File: config.mk
export PLATFORM = sky130hd
export DESIGN_NAME = paddle_ctrl_multi
export DESIGN_NICKNAME = d
export VERILOG_FILES = /design/src/rtl/paddle_pkg.sv /design/src/rtl/paddle_axis.sv /design/src/rtl/paddle_ctrl_multi.sv
export SDC_FILE = /design/constraint.sdc
export NUM_CORES = 1
export LEC_CHECK = 0
export ABC_AREA = 1
export CORE_MARGIN = 1
export CORE_UTILIZATION = 45
export CTS_CLUSTER_DIAMETER = 30
export DETAILED_ROUTE_END_ITERATION = 8
export GPL_TIMING_DRIVEN = 0
export PLACE_DENSITY = 0.68
export SYNTH_ARGS = -nofsm -noshare
export SYNTH_HDL_FRONTEND = slang
export SYNTH_SLANG_ARGS = --single-unit
File: constraint.sdc
create_clock -name clk -period 3.26 [get_ports clk]
set_input_delay 0.815 -clock clk [delete_from_list [all_inputs] [get_ports clk]]
set_output_delay 0.815 -clock clk [all_outputs]
set_load 0.005 [all_outputs]
File: src/rtl/paddle_pkg.sv
// Shared types and geometry helpers for the multi-player paddle controller.
package paddle_pkg;

  // Per-player auto-repeat state.
  typedef enum logic [1:0] {
    ST_IDLE   = 2'd0,
    ST_DELAY  = 2'd1,
    ST_REPEAT = 2'd2
  } state_t;

  // Decoded key request / latched movement direction.
  typedef enum logic [1:0] {
    DIR_NONE  = 2'd0,
    DIR_LEFT  = 2'd1,
    DIR_RIGHT = 2'd2
  } dir_t;

  // Leftmost legal paddle position.
  function automatic int calc_min_x(input int side);
    return side;
  endfunction

  // Rightmost legal paddle position (left edge of the paddle).
  function automatic int calc_max_x(input int screen_w, input int side, input int paddle_w);
    return screen_w - side - paddle_w;
  endfunction

  // Tick counter width; never narrower than one bit.
  function automatic int calc_cnt_w(input int repeat_delay, input int repeat_rate);
    int m;
    m = (repeat_delay > repeat_rate) ? repeat_delay : repeat_rate;
    return (m > 1) ? $clog2(m) : 1;
  endfunction

endpackage

File: src/rtl/paddle_axis.sv
// Single-player paddle: key decode, press/auto-repeat FSM and edge-aware step unit.
module paddle_axis
  import paddle_pkg::*;
#(
  parameter int X_W          = 10,
  parameter int SCREEN_W     = 800,
  parameter int SIDE         = 40,
  parameter int PADDLE_W     = 75,
  parameter int STEP         = 20,
  parameter int RESET_X      = 349,
  parameter int WRAP_MODE    = 1,
  parameter int REPEAT_DELAY = 25,
  parameter int REPEAT_RATE  = 5
) (
  input  logic           clk,
  input  logic           rst_n,
  input  logic           tick,
  input  logic           en,
  input  logic           key_r,
  input  logic           key_l,
  output logic [X_W-1:0] x,
  output logic           moved
);

  localparam int MIN_X = calc_min_x(SIDE);
  localparam int MAX_X = calc_max_x(SCREEN_W, SIDE, PADDLE_W);
  localparam int CNT_W = calc_cnt_w(REPEAT_DELAY, REPEAT_RATE);

  // Geometry in X_W+1 bits so the step arithmetic cannot wrap.
  localparam logic [X_W:0]     MIN_XE     = (X_W+1)'(MIN_X);
  localparam logic [X_W:0]     MAX_XE     = (X_W+1)'(MAX_X);
  localparam logic [X_W:0]     STEP_E     = (X_W+1)'(STEP);
  localparam logic [X_W-1:0]   RESET_XV   = X_W'(RESET_X);
  localparam logic [CNT_W-1:0] DELAY_LAST = CNT_W'(REPEAT_DELAY - 1);
  localparam logic [CNT_W-1:0] RATE_LAST  = CNT_W'(REPEAT_RATE - 1);

  // One step in direction d from cur, honouring wrap or clamp at the borders.
  function automatic logic [X_W-1:0] step_x(input logic [X_W-1:0] cur, input dir_t d);
    logic [X_W:0] cur_e;
    logic [X_W:0] nxt_e;
    logic [X_W:0] diff_e;
    cur_e  = {1'b0, cur};
    nxt_e  = cur_e;
    diff_e = cur_e - STEP_E;
    case (d)
      DIR_RIGHT: begin
        if (cur_e == MAX_XE) begin
          nxt_e = (WRAP_MODE != 0) ? MIN_XE : cur_e;
        end else begin
          nxt_e = cur_e + STEP_E;
          if (nxt_e > MAX_XE) nxt_e = MAX_XE;
        end
      end
      DIR_LEFT: begin
        if (cur_e == MIN_XE) begin
          nxt_e = (WRAP_MODE != 0) ? MAX_XE : cur_e;
        end else if ((cur_e < STEP_E) || (diff_e < MIN_XE)) begin
          nxt_e = MIN_XE;
        end else begin
          nxt_e = diff_e;
        end
      end
      default: nxt_e = cur_e;
    endcase
    return X_W'(nxt_e);
  endfunction

  dir_t             req;
  dir_t             dir_reg;
  state_t           state_reg;
  logic [CNT_W-1:0] cnt_reg;
  logic [CNT_W-1:0] cnt_last;
  logic [X_W-1:0]   x_reg;
  logic             moved_reg;
  logic [X_W-1:0]   press_x;
  logic [X_W-1:0]   repeat_x;

  // Decode the key pair; both or neither pressed means no request.
  always_comb begin
    req = DIR_NONE;
    if (key_r && !key_l) begin
      req = DIR_RIGHT;
    end else if (key_l && !key_r) begin
      req = DIR_LEFT;
    end
  end

  assign press_x  = step_x(x_reg, req);
  assign repeat_x = step_x(x_reg, dir_reg);
  assign cnt_last = (state_reg == ST_DELAY) ? DELAY_LAST : RATE_LAST;

  // Press/auto-repeat FSM with registered position and move pulse.
  always_ff @(posedge clk or negedge rst_n) begin
    if (!rst_n) begin
      x_reg     <= RESET_XV;
      moved_reg <= 1'b0;
      state_reg <= ST_IDLE;
      cnt_reg   <= '0;
      dir_reg   <= DIR_NONE;
    end else begin
      moved_reg <= 1'b0;
      if (!en) begin
        state_reg <= ST_IDLE;
        cnt_reg   <= '0;
        dir_reg   <= DIR_NONE;
      end else begin
        case (state_reg)
          ST_IDLE: begin
            if (req != DIR_NONE) begin
              x_reg     <= press_x;
              moved_reg <= (press_x != x_reg);
              dir_reg   <= req;
              cnt_reg   <= '0;
              state_reg <= ST_DELAY;
            end
          end
          ST_DELAY, ST_REPEAT: begin
            if (req == DIR_NONE) begin
              state_reg <= ST_IDLE;
              cnt_reg   <= '0;
              dir_reg   <= DIR_NONE;
            end else if (req != dir_reg) begin
              // Reversal behaves like a fresh press in the new direction.
              x_reg     <= press_x;
              moved_reg <= (press_x != x_reg);
              dir_reg   <= req;
              cnt_reg   <= '0;
              state_reg <= ST_DELAY;
            end else if (tick) begin
              if (cnt_reg == cnt_last) begin
                x_reg     <= repeat_x;
                moved_reg <= (repeat_x != x_reg);
                cnt_reg   <= '0;
                state_reg <= ST_REPEAT;
              end else begin
                cnt_reg <= cnt_reg + CNT_W'(1);
              end
            end
          end
          default: begin
            state_reg <= ST_IDLE;
            cnt_reg   <= '0;
            dir_reg   <= DIR_NONE;
          end
        endcase
      end
    end
  end

  assign x     = x_reg;
  assign moved = moved_reg;

endmodule

File: src/rtl/paddle_ctrl_multi.sv
// N-player horizontal paddle controller: one paddle_axis per player on packed buses.
module paddle_ctrl_multi
  import paddle_pkg::*;
#(
  parameter int NUM_PLAYERS  = 2,
  parameter int X_W          = 10,
  parameter int SCREEN_W     = 800,
  parameter int SIDE         = 40,
  parameter int PADDLE_W     = 75,
  parameter int STEP         = 20,
  parameter int RESET_X      = 349,
  parameter int WRAP_MODE    = 1,
  parameter int REPEAT_DELAY = 25,
  parameter int REPEAT_RATE  = 5
) (
  input  logic                       clk,
  input  logic                       rst_n,
  input  logic                       tick,
  input  logic                       en,
  input  logic [NUM_PLAYERS-1:0]     key_r,
  input  logic [NUM_PLAYERS-1:0]     key_l,
  output logic [NUM_PLAYERS*X_W-1:0] x,
  output logic [NUM_PLAYERS-1:0]     moved
);

  localparam int MIN_X = calc_min_x(SIDE);
  localparam int MAX_X = calc_max_x(SCREEN_W, SIDE, PADDLE_W);

  // Reject geometry that would let a paddle leave the legal range.
  generate
    if (!((MIN_X < RESET_X) && (RESET_X <= MAX_X) && (MAX_X < (1 << X_W)) && (STEP > 0) &&
          (NUM_PLAYERS >= 1) && (NUM_PLAYERS <= 8) &&
          (REPEAT_DELAY >= 1) && (REPEAT_RATE >= 1))) begin : g_param_check
      $fatal(1, "paddle_ctrl_multi: invalid parameter set");
    end
  endgenerate

  // One independent paddle per player.
  genvar gi;
  generate
    for (gi = 0; gi < NUM_PLAYERS; gi++) begin : g_player
      paddle_axis #(
        .X_W          (X_W),
        .SCREEN_W     (SCREEN_W),
        .SIDE         (SIDE),
        .PADDLE_W     (PADDLE_W),
        .STEP         (STEP),
        .RESET_X      (RESET_X),
        .WRAP_MODE    (WRAP_MODE),
        .REPEAT_DELAY (REPEAT_DELAY),
        .REPEAT_RATE  (REPEAT_RATE)
      ) u_axis (
        .clk   (clk),
        .rst_n (rst_n),
        .tick  (tick),
        .en    (en),
        .key_r (key_r[gi]),
        .key_l (key_l[gi]),
        .x     (x[gi*X_W +: X_W]),
        .moved (moved[gi])
      );
    end
  endgenerate

endmodule

# After elaboration in Yosys (flattened, before gate mapping)
# Index checks and enable logic that the tools add are counted.
# word_totals
ff_bits	40
input_bits	8
word_cells	172
# classes
add_sub_neg	6
magnitude_cmp	6
eq_ne	40
mux	82
n_reduce_logical	28
# op_table
operator	count
$mux 10	18
$pmux 10 s2	6
$mux 5	14
$mux 2	22
$ne 10x10->1	4
$add 10x5->11 const B	2
$gt 11x10->1 const B	2
$lt 11x6->1 const B	2
$sub 10x5->11 const B	2
$eq 10x10->1 const B	2
$eq 10x6->1 const B	2
$lt 10x5->1 const B	2
$pmux 5 s2	2
$pmux 2 s2	4
$mux 1	14
$eq 2x1->1 const B	6
$eq 2x2->1 const B	6
$ne 3x2->1 const B	4
$reduce_and 6->1	2
$add 5x1->5 const B	2
$eq 5x5->1	2
$ne 5x2->1 const B	2
$ne 5x3->1 const B	2
$logic_not 2->1	4
13 further kinds	34

# Logic depth before layout (Yosys ltp)
# Gate-level depths: netlist of run 1.
# depth
depth_word	13
mapped_depth	24
mapped_depth_nobuf	23

# Modules after synthesis
# From an unflattened synthesis of run 1, not the netlist that was laid out.
# unflattened
cells_unflattened	879
area_unflattened_um2	5413.9
# modules_own_cells
mod	n_inst	cells_per_inst	area_per_inst_um2
paddle_axis (g_player[1].u_axis)	1	441	2762.6
paddle_axis (g_player[0].u_axis)	1	438	2651.3

# Worst setup path before layout of run 1
# Ideal clock, no wire load.
# synth_path
path_type	register to register
startpoint	register g_player[0].u_axis.x_reg[2]
endpoint	register g_player[0].u_axis.moved_reg
setup_time_ns	0.118
arrival_time_ns	2.447
required_time_ns	3.142
setup_slack_ns	0.695
stages_incl_launch_ff	24
synth_period_minus_slack_ns	2.565
cell_sequence	dfstp_2 -> clkinv_1 -> ha_1 -> inv_1 -> nor2_1 -> nand2_1 -> nand2_1 -> nand2_1 -> nand2_1 -> nand2_1 -> nand2_1 -> nand2_4 -> buf_6 -> nand2_1 -> nand2_1 -> nand2_1 -> nand3_1 -> nand2_1 -> nor2_1 -> nand3_1 -> o21ai_1 -> nand2_1 -> nand2_1 -> a21oi_2
# synth_between
elab_chain_len	13
word_cells_on_any_way	23
# synth_rtl
item	line_no	text
start: declaration	paddle_axis.sv:73	logic [X_W-1:0] x_reg;
start signal: assignment	paddle_axis.sv:110	x_reg <= press_x;
start signal: assignment	paddle_axis.sv:124	x_reg <= press_x;
start signal: assignment	paddle_axis.sv:131	x_reg <= repeat_x;
$sub 10x5->11	paddle_axis.sv:44	diff_e = cur_e - STEP_E;
$lt 11x6->1	paddle_axis.sv:57	end else if ((cur_e < STEP_E) || (diff_e < MIN_XE)) begin
$logic_or 1x1->1	paddle_axis.sv:57	
$mux 10	paddle_axis.sv:57	
$mux 10	paddle_axis.sv:55	if (cur_e == MIN_XE) begin
$pmux 10 s2	paddle_axis.sv:45	case (d)
$ne 10x10->1	paddle_axis.sv:132	moved_reg <= (repeat_x != x_reg);
$mux 1	paddle_axis.sv:130	if (cnt_reg == cnt_last) begin
$mux 1	paddle_axis.sv:129	end else if (tick) begin
$mux 1	paddle_axis.sv:122	end else if (req != dir_reg) begin
$mux 1	paddle_axis.sv:118	if (req == DIR_NONE) begin
$pmux 1 s2 *	paddle_axis.sv:107	case (state_reg)
$mux 1 *	paddle_axis.sv:102	if (!en) begin
end signal: assignment	paddle_axis.sv:111	moved_reg <= (press_x != x_reg);
end signal: assignment	paddle_axis.sv:125	moved_reg <= (press_x != x_reg);
end signal: assignment	paddle_axis.sv:132	
end: declaration	paddle_axis.sv:74	logic moved_reg;
# Mark *: on every way between the ends. The rest lies on a longest branch, timed or not.
# A chain may end at the register's enable or synchronous reset.

# Final worst setup path of run 1
# layout_path
startpoint	input key_r[0]
endpoint	register g_player[0].u_axis.x_reg[7]
# layout_between
elab_chain_len	9
word_cells_on_any_way	20
# layout_rtl
item	line_no	text
start: declaration	paddle_ctrl_multi.sv:20	input logic [NUM_PLAYERS-1:0] key_r,
$logic_not 1->1	paddle_axis.sv:83	end else if (key_l && !key_r) begin
$logic_and 1x1->1	paddle_axis.sv:83	
$mux 1	paddle_axis.sv:83	
$mux 2 *	paddle_axis.sv:81	if (key_r && !key_l) begin
$eq 2x1->1 or $eq 2x2->1 (tied branches)	paddle_axis.sv:45	
$pmux 10 s2	paddle_axis.sv:45	
$mux 10	paddle_axis.sv:122	
$mux 10	paddle_axis.sv:118	
$pmux 10 s2	paddle_axis.sv:107	
# Mark *: on every way between the ends. The rest lies on a longest branch, timed or not. The select of a mux whose other input is x is not followed.

==> results of run 1 <==
==> metal layers <==
layer	up-vias	global-route usage [%]	share of wire (%)
li1	2912	-	-
met1	2603	35.0	44
met2	227	45.6	46
met3	37	3.71	6.9
met4	0	11.2	3.1
met5	-	0	0
==> final cells by class <==
cell class	instances	area, sq um	share of cell area (%)
Buffer	42	235	4.00
Timing Repair Buffer	33	328	5.57
Tap cell	140	175	2.98
Sequential cell	40	1020	17.3
Inverter	104	400	6.81
Clock buffer	6	139	2.36
Clock inverter	2	38.8	0.659
Multi-Input combinational cell	667	3550	60.4
==> placed cells by master, fill, tap and decap left out, types with 16 or more instances in the layout <==
cell,netlist,routed
nand2_1,226,225
nand3_1,137,137
inv_1,87,87
o21ai_0,62,62
nor2_1,50,49
nand4_1,30,30
dfrtp_1,28,28
clkdlybuf4s50_1,0,28
ha_1,28,27
clkbuf_1,17,16
==> timing repair <==
| item | in CTS | in global routing |
|---|---|---|
| resized for setup | 1 | 10 |
| buffers inserted | 0 | 3 |
| endpoints found under the setup margin | 1 | 3 |
| endpoints found under the hold margin | 0 | 0 |
| pin swaps | 0 | 0 |
==> how the worst max path moves through the flow <==
stage	endpoint	cells past startpoint	from
final	g_player[0].u_axis.x[7]	12	key_r[0]
after CTS	g_player[0].u_axis.moved	12	key_r[0]
after floorplan	g_player[0].u_axis.moved	23	g_player[0].u_axis.x[2]
after global routing	g_player[0].u_axis.x[7]	12	key_r[0]
after global placement	g_player[0].u_axis.cnt_reg[3]	14	key_r[0]
after detailed placement	g_player[0].u_axis.cnt_reg[3]	14	key_r[0]
==> Yosys cell counts, drive strengths merged <==
master / number
o22ai: 6
nor2: 61
nand4: 32
nor4: 2
ha: 28
a31oi: 3
xnor2: 4
o21a: 2
a211oi: 1
dfstp: 12
a221oi: 1
nand3b: 2
clkinv: 3
a22o: 4
o31ai: 2
xor2: 11
inv: 101
o211ai: 9
a22oi: 2
a21boi: 1
buf: 24
clkbuf: 18
nor2b: 1
nor3b: 1
nor3: 10
nand3: 143
dfrtp: 28
o21ai: 82
nand2: 243
a21oi: 16
==> kinds of logic (layout without fill, tap and decap cells) <==
group	Yosys count	after routing
buf+inv	146	187
simple gates	495	495
compound gates	129	129
flops	40	40
fa+ha+maj	28	28
xor+xnor	15	15
==> worst max-delay path, cell delays in order <==
cell             delay (ns)
clkdlybuf4s50_1        0.50
inv_1                  0.07
ha_1                   0.23
xnor2_1                0.13
nand2_1                0.17
nor2_4                 0.07
inv_2                  0.22
nor2_1                 0.08
a211oi_1               0.23
clkbuf_1               0.49
o21ai_0                0.23
o22ai_1                0.16
==> per-stage QoR <==
stage / TNS [ns] / total power, mW
final: 0 / 5.70
after detailed placement: -1.72 / 4.95
after floorplan: 0 / 3.83
after global placement: -1.58 / 4.95
after global routing: 0 / 6.20
after CTS: 0 / 5.58
==> power breakdown <==
group	internal (mW)	leakage, nW	total [mW]	switching (mW)
registers	0.705	0.498	0.891	0.185
logic	1.47	2.23	4.20	2.73
clock network	0.384	0.0871	0.608	0.224
==> out/metrics.csv, run 1 <==
stage;metric;value;unit
synthesis;sequential area share after synthesis;19.7;%
pwr;Lkg Pwr;2.82;nW
clock_network;CTS clk-pin slew, worst paths;0.07;ns
cells_and_area;# fillers;1169;
detailed_routing;1st-iter DRT viols;428;
die;Top Ports;30;
global_route;global-route total usage across every layer;27.2;%
sta;worst clock skew;0.00603;ns
cells_and_area;filler-free cell count of the finished design;1034;
sta;final setup vio count;0;
die;Horiz. Die Dim;109;microns
clock_network;Clock Sinks;40;
place;pre-CTS setup slack;-0.310;ns
place;Placed Instance Area;5650;sq um
sta;fin crit share;98.1;%
cells_and_area;post-layout util;53.3;%
synthesis;YS warnings;0;
detailed_routing;Total Routed Length;15700;microns
sta;f_max;0.313;GHz
sta;Worst-Margin Slew;0.591;ns
clock_network;clock latency on the worst-skew pair;0.29;ns
setup_path;Crit path required time;3.47;ns
setup_path;R2R depth;22;
clock_network;clock buffer count from CTS;5;
cells_and_area;share of cells above drive strength 1;12.9;%
sta;Slew Limit Fails;0;
die;full die area;11900;sq um
clock_network;Root Buffer Master;clkbuf_16;
detailed_routing;routed vias;5779;
global_route;number of antenna violations at the first check in global routing;0;
global_route;first-pass GRT wire length;25300;microns
setup_path;critical path peak fanout;10;
synthesis;number of synthesized register bits;40;
cells_and_area;layout net count;929;
synthesis;Post-Synth Adder-Cell Area;6.78;%
synthesis;post-synthesis simple-gate area fraction;44.4;%
synthesis;top post-synthesis cells by area;nand2_1 (16%), dfrtp_1 (14%), nand3_1 (13%), ha_1 (6.8%), inv_1 (6.3%);
detailed_routing;drt drc;0;
synthesis;Cell variety after synth;45;
place;placed insts;1023;
place;I/O Buffers;29;
synthesis;Yosys top cell by area;nand2_1;
clock_network;TritonCTS clock tree;done;
synthesis;synthesized area;5170;sq um
sta;slew margin rel.;60.6;%
synthesis;largest family of logic cells by synthesized area;simple AND/OR/NAND/NOR gates;
flow_run;max-cap violations;0;
synthesis;Synth Area in Compound Gates;14.3;%
die;core area;11000;sq um
clock_network;Hold Buf Count CTS;0;
worst_hold_path;path type of the worst min-delay path;in2async;
sta;worst hold margin;0.361;ns
cells_and_area;max reg flops;20;
sta;RSZ-0062 raised after global routing;no;
clock_network;Max clock buf depth;2;
pwr;VDD IR-drop max;0.000460;V
synthesis;post-synth top area share;16.4;%
setup_path;worst reg2reg setup slack;0.31;ns
cells_and_area;P&R area growth vs syn;13.8;%
detailed_routing;DRT Pass-1 Iters;5;
detailed_routing;post-DR wirelength/cell;15.2;microns
die;Rows;38;
synthesis;Synthesized Nets;889;
detailed_routing;Vias/cell;5.59;
setup_path;nature of the critical path startpoint;input port;
setup_path;critical path arrival;3.40;ns
cells_and_area;ANT cells;0;
setup_path;r2r startpoint;g_player[0].u_axis.x[3];
run_status;outcome;finished clean;
setup_path;Critical Path Sink Type;register;
cells_and_area;Finished Cell Area;5880;sq um
place;Routability Congestion;0.958;
global_route;largest net degree at the start of global routing;35;
synthesis;mux share of post-synthesis cell area;0;%
die;starting density of the core;46.9;%
pwr;pwr dens;968;nW/um^2
synthesis;Mapped Cells;853;
detailed_routing;ANT nets after route;0;
sta;final hold vios;0;
clock_network;Max H-tree Level;2;
global_route;vias in the first global route;5229;
setup_path;Setup CP Type;in2reg;
die;die height;109;microns
place;Post-DP HPWL;11700;microns
setup_path;Worst R2R End;g_player[0].u_axis.moved;
synthesis;mean post-synth cell area;6.06;sq um
global_route;Overflow after GRT;0;
sta;Setup WS post-layout;0.0608;ns
synthesis;post-synthesis xor/xnor area fraction;2.69;%
sta;min Tclk post-route;3.20;ns
Note: power is estimated with default switching activity, not from simulation.
==> run 2: changes to the inputs <==
- CTS_CLUSTER_DIAMETER: 30 -> not set
- RECOVER_POWER: not set -> 50
==> run 2 against run 1 <==
Compared with the run above:
- the run now ends with max-capacitance violations, max-slew violations left
- critical path depth unchanged
- first-iteration DRC count down 3.0%
- clock power about the same
- sequential power down 0.4%
- die area unchanged
- largest cell class unchanged
==> out/metrics.csv, run 2 (synthesis gave the netlist of run 1 again) <==
stage;metric;value;unit
run_status;outcome;finished, violations left;
run_status;failing checks;max-capacitance violations, max-slew violations;
sta;final hold vios;0;
pwr;Pwr Total;5.68;mW
cells_and_area;Finished Cell Area;5870;sq um
setup_path;critical path peak fanout;10;
cells_and_area;ANT cells;0;
setup_path;Setup CP Type;in2reg;
pwr;VDD IR-drop max;0.000464;V
worst_hold_path;path type of the worst min-delay path;in2async;
clock_network;Max H-tree Level;2;
clock_network;Clock Sinks;40;
die;die height;109;microns
clock_network;clock buffer count from CTS;5;
die;Top Ports;30;
sta;worst hold margin;0.403;ns
setup_path;Critical Path Sink Type;register;
clock_network;Max clock buf depth;2;
global_route;number of antenna violations at the first check in global routing;0;
pwr;internal power;2.53;mW
sta;fin crit share;98.4;%
sta;Worst-Margin Slew;1.91;ns
global_route;Overflow after GRT;0;
place;Post-DP HPWL;11700;microns
die;full die area;11900;sq um
sta;RSZ-0062 raised after global routing;no;
place;pre-CTS setup slack;-0.310;ns
pwr;Seq pwr share;15.6;%
setup_path;Slowest-stage cell, CP;clkdlybuf4s50_1;
global_route;vias in the first global route;5229;
detailed_routing;routed vias;5803;
clock_network;clock latency on the worst-skew pair;0.29;ns
cells_and_area;share of cells above drive strength 1;12.6;%
clock_network;Hold Buf Count CTS;0;
pwr;clock share of power;10.7;%
global_route;first-pass GRT wire length;25300;microns
place;Routability Congestion;0.958;
setup_path;crit-path leading delay family;buffers and inverters;
detailed_routing;post-DR wirelength/cell;15.2;microns
sta;f_max;0.312;GHz
place;I/O Buffers;29;
setup_path;CP peak stage delay;0.50;ns
pwr;Logic pwr share;73.7;%
pwr;Sw Pwr;3.14;mW
cells_and_area;commonest non-fill, non-tap cells in the layout;nand2_1 (225), nand3_1 (137), inv_1 (87);
setup_path;worst-path cell chain;clkdlybuf4s50_1, inv_1, ha_1, xnor2_1, nand2_1, nor2_4, inv_2, nor2_1, a211oi_1, clkbuf_1, o21ai_0, o22ai_1;
pwr;Lkg Pwr;2.82;nW
detailed_routing;drt drc;0;
setup_path;Crit path required time;3.47;ns
global_route;largest net degree at the start of global routing;35;
setup_path;crit path buf inv count;4;
cells_and_area;P&R area growth vs syn;13.5;%
setup_path;nature of the critical path startpoint;input port;
cells_and_area;most common cell after layout, fill and taps aside;nand2_1;
sta;Slew Limit Fails;35;
pwr;Sw Ratio;55.4;%
die;Horiz. Die Dim;109;microns
pwr;pwr dens;968;nW/um^2
die;core area;11000;sq um
sta;final setup vio count;0;
sta;Setup WS post-layout;0.0522;ns
detailed_routing;ANT nets after route;0;
place;Placed Instance Area;5650;sq um
cells_and_area;layout net count;929;
clock_network;TritonCTS clock tree;done;
clock_network;CTS clk-pin slew, worst paths;0.07;ns
sta;worst clock skew;0.00663;ns
detailed_routing;Total Routed Length;15700;microns
flow_run;max-cap violations;1;
global_route;global-route total usage across every layer;27.2;%
cells_and_area;post-layout util;53.2;%
detailed_routing;1st-iter DRT viols;415;
detailed_routing;Vias/cell;5.61;
setup_path;critical path arrival;3.41;ns
die;Rows;38;
clock_network;Root Buffer Master;clkbuf_16;
sta;slew margin rel.;-27.4;%
detailed_routing;DRT Pass-1 Iters;5;
die;starting density of the core;46.9;%
cells_and_area;max reg flops;20;
sta;min Tclk post-route;3.21;ns
==> run 2: path summary, 6_finish.rpt <==
path                                                     from                            end  slack [ns]  cells past startpoint
worst max-delay path                                 key_r[0]        g_player[0].u_axis.x[7]        0.05                     12
worst min-delay path                                    rst_n  g_player[1].u_axis.dir_reg[1]        0.40                      1
worst max register to register        g_player[0].u_axis.x[3]       g_player[0].u_axis.moved        0.30                     22
worst min register to register  g_player[1].u_axis.cnt_reg[4]  g_player[1].u_axis.cnt_reg[4]        0.46                      1
max in group asynchronous                               rst_n        g_player[0].u_axis.x[5]        0.74                      2
min in group clk                g_player[1].u_axis.cnt_reg[4]  g_player[1].u_axis.cnt_reg[4]        0.46                      1
==> run 2: power groups by stage <==
stage	Clock (mW)	Combinational, mW	Sequential [mW]
after detailed placement	0	4.05	0.904
after floorplan	0	2.96	0.865
after CTS	0.621	4.06	0.899
after global routing	0.638	4.62	0.920
final	0.609	4.18	0.887
after global placement	0	4.05	0.904
==> run 2: worst reg2reg max path: cells and delay by family, from the launching register on <==
kind | cells | cell delay, ns
adders and majority gates | 1 | 0.33
AOI/OAI and AO/OA | 2 | 0.20
and+or+nand+nor | 16 | 1.31
DFF | 1 | 0.63
buffers and inverters | 3 | 0.38
==> run 2: stage by stage <==
step                TNS, ns  instances
finish                    0       1034
global route              0       1034
CTS                       0       1031
detailed placement    -1.72       1023
global placement      -1.58       1022
floorplan                 0        853
==> run 2: timing repair <==
item | CTS | global route
setup endpoints to repair | 1 | 3
gates cloned | 0 | 0
setup buffers | 0 | 3
gates resized for setup | 1 | 10
==> run 2: metal layers <==
| layer | up-vias | wire length (microns) | global-route usage (%) |
|---|---|---|---|
| met3 | 33 | 1000 | 3.71 |
| met1 | 2640 | 7020 | 35.0 |
| li1 | 2914 | - | - |
| met5 | - | 0 | 0 |
| met4 | 0 | 426 | 11.2 |
| met2 | 216 | 7290 | 45.6 |
==> run 2: area by class of cell <==
| class | count | area, sq um |
|---|---|---|
| Fill cell | 1171 | 5160 |
| Inverter | 104 | 400 |
| Tap cell | 140 | 175 |
| Clock buffer | 6 | 139 |
| Sequential cell | 40 | 1020 |
| Multi-Input combinational cell | 667 | 3550 |
| Clock inverter | 2 | 38.8 |
| Buffer | 42 | 235 |
| Timing Repair Buffer | 33 | 310 |
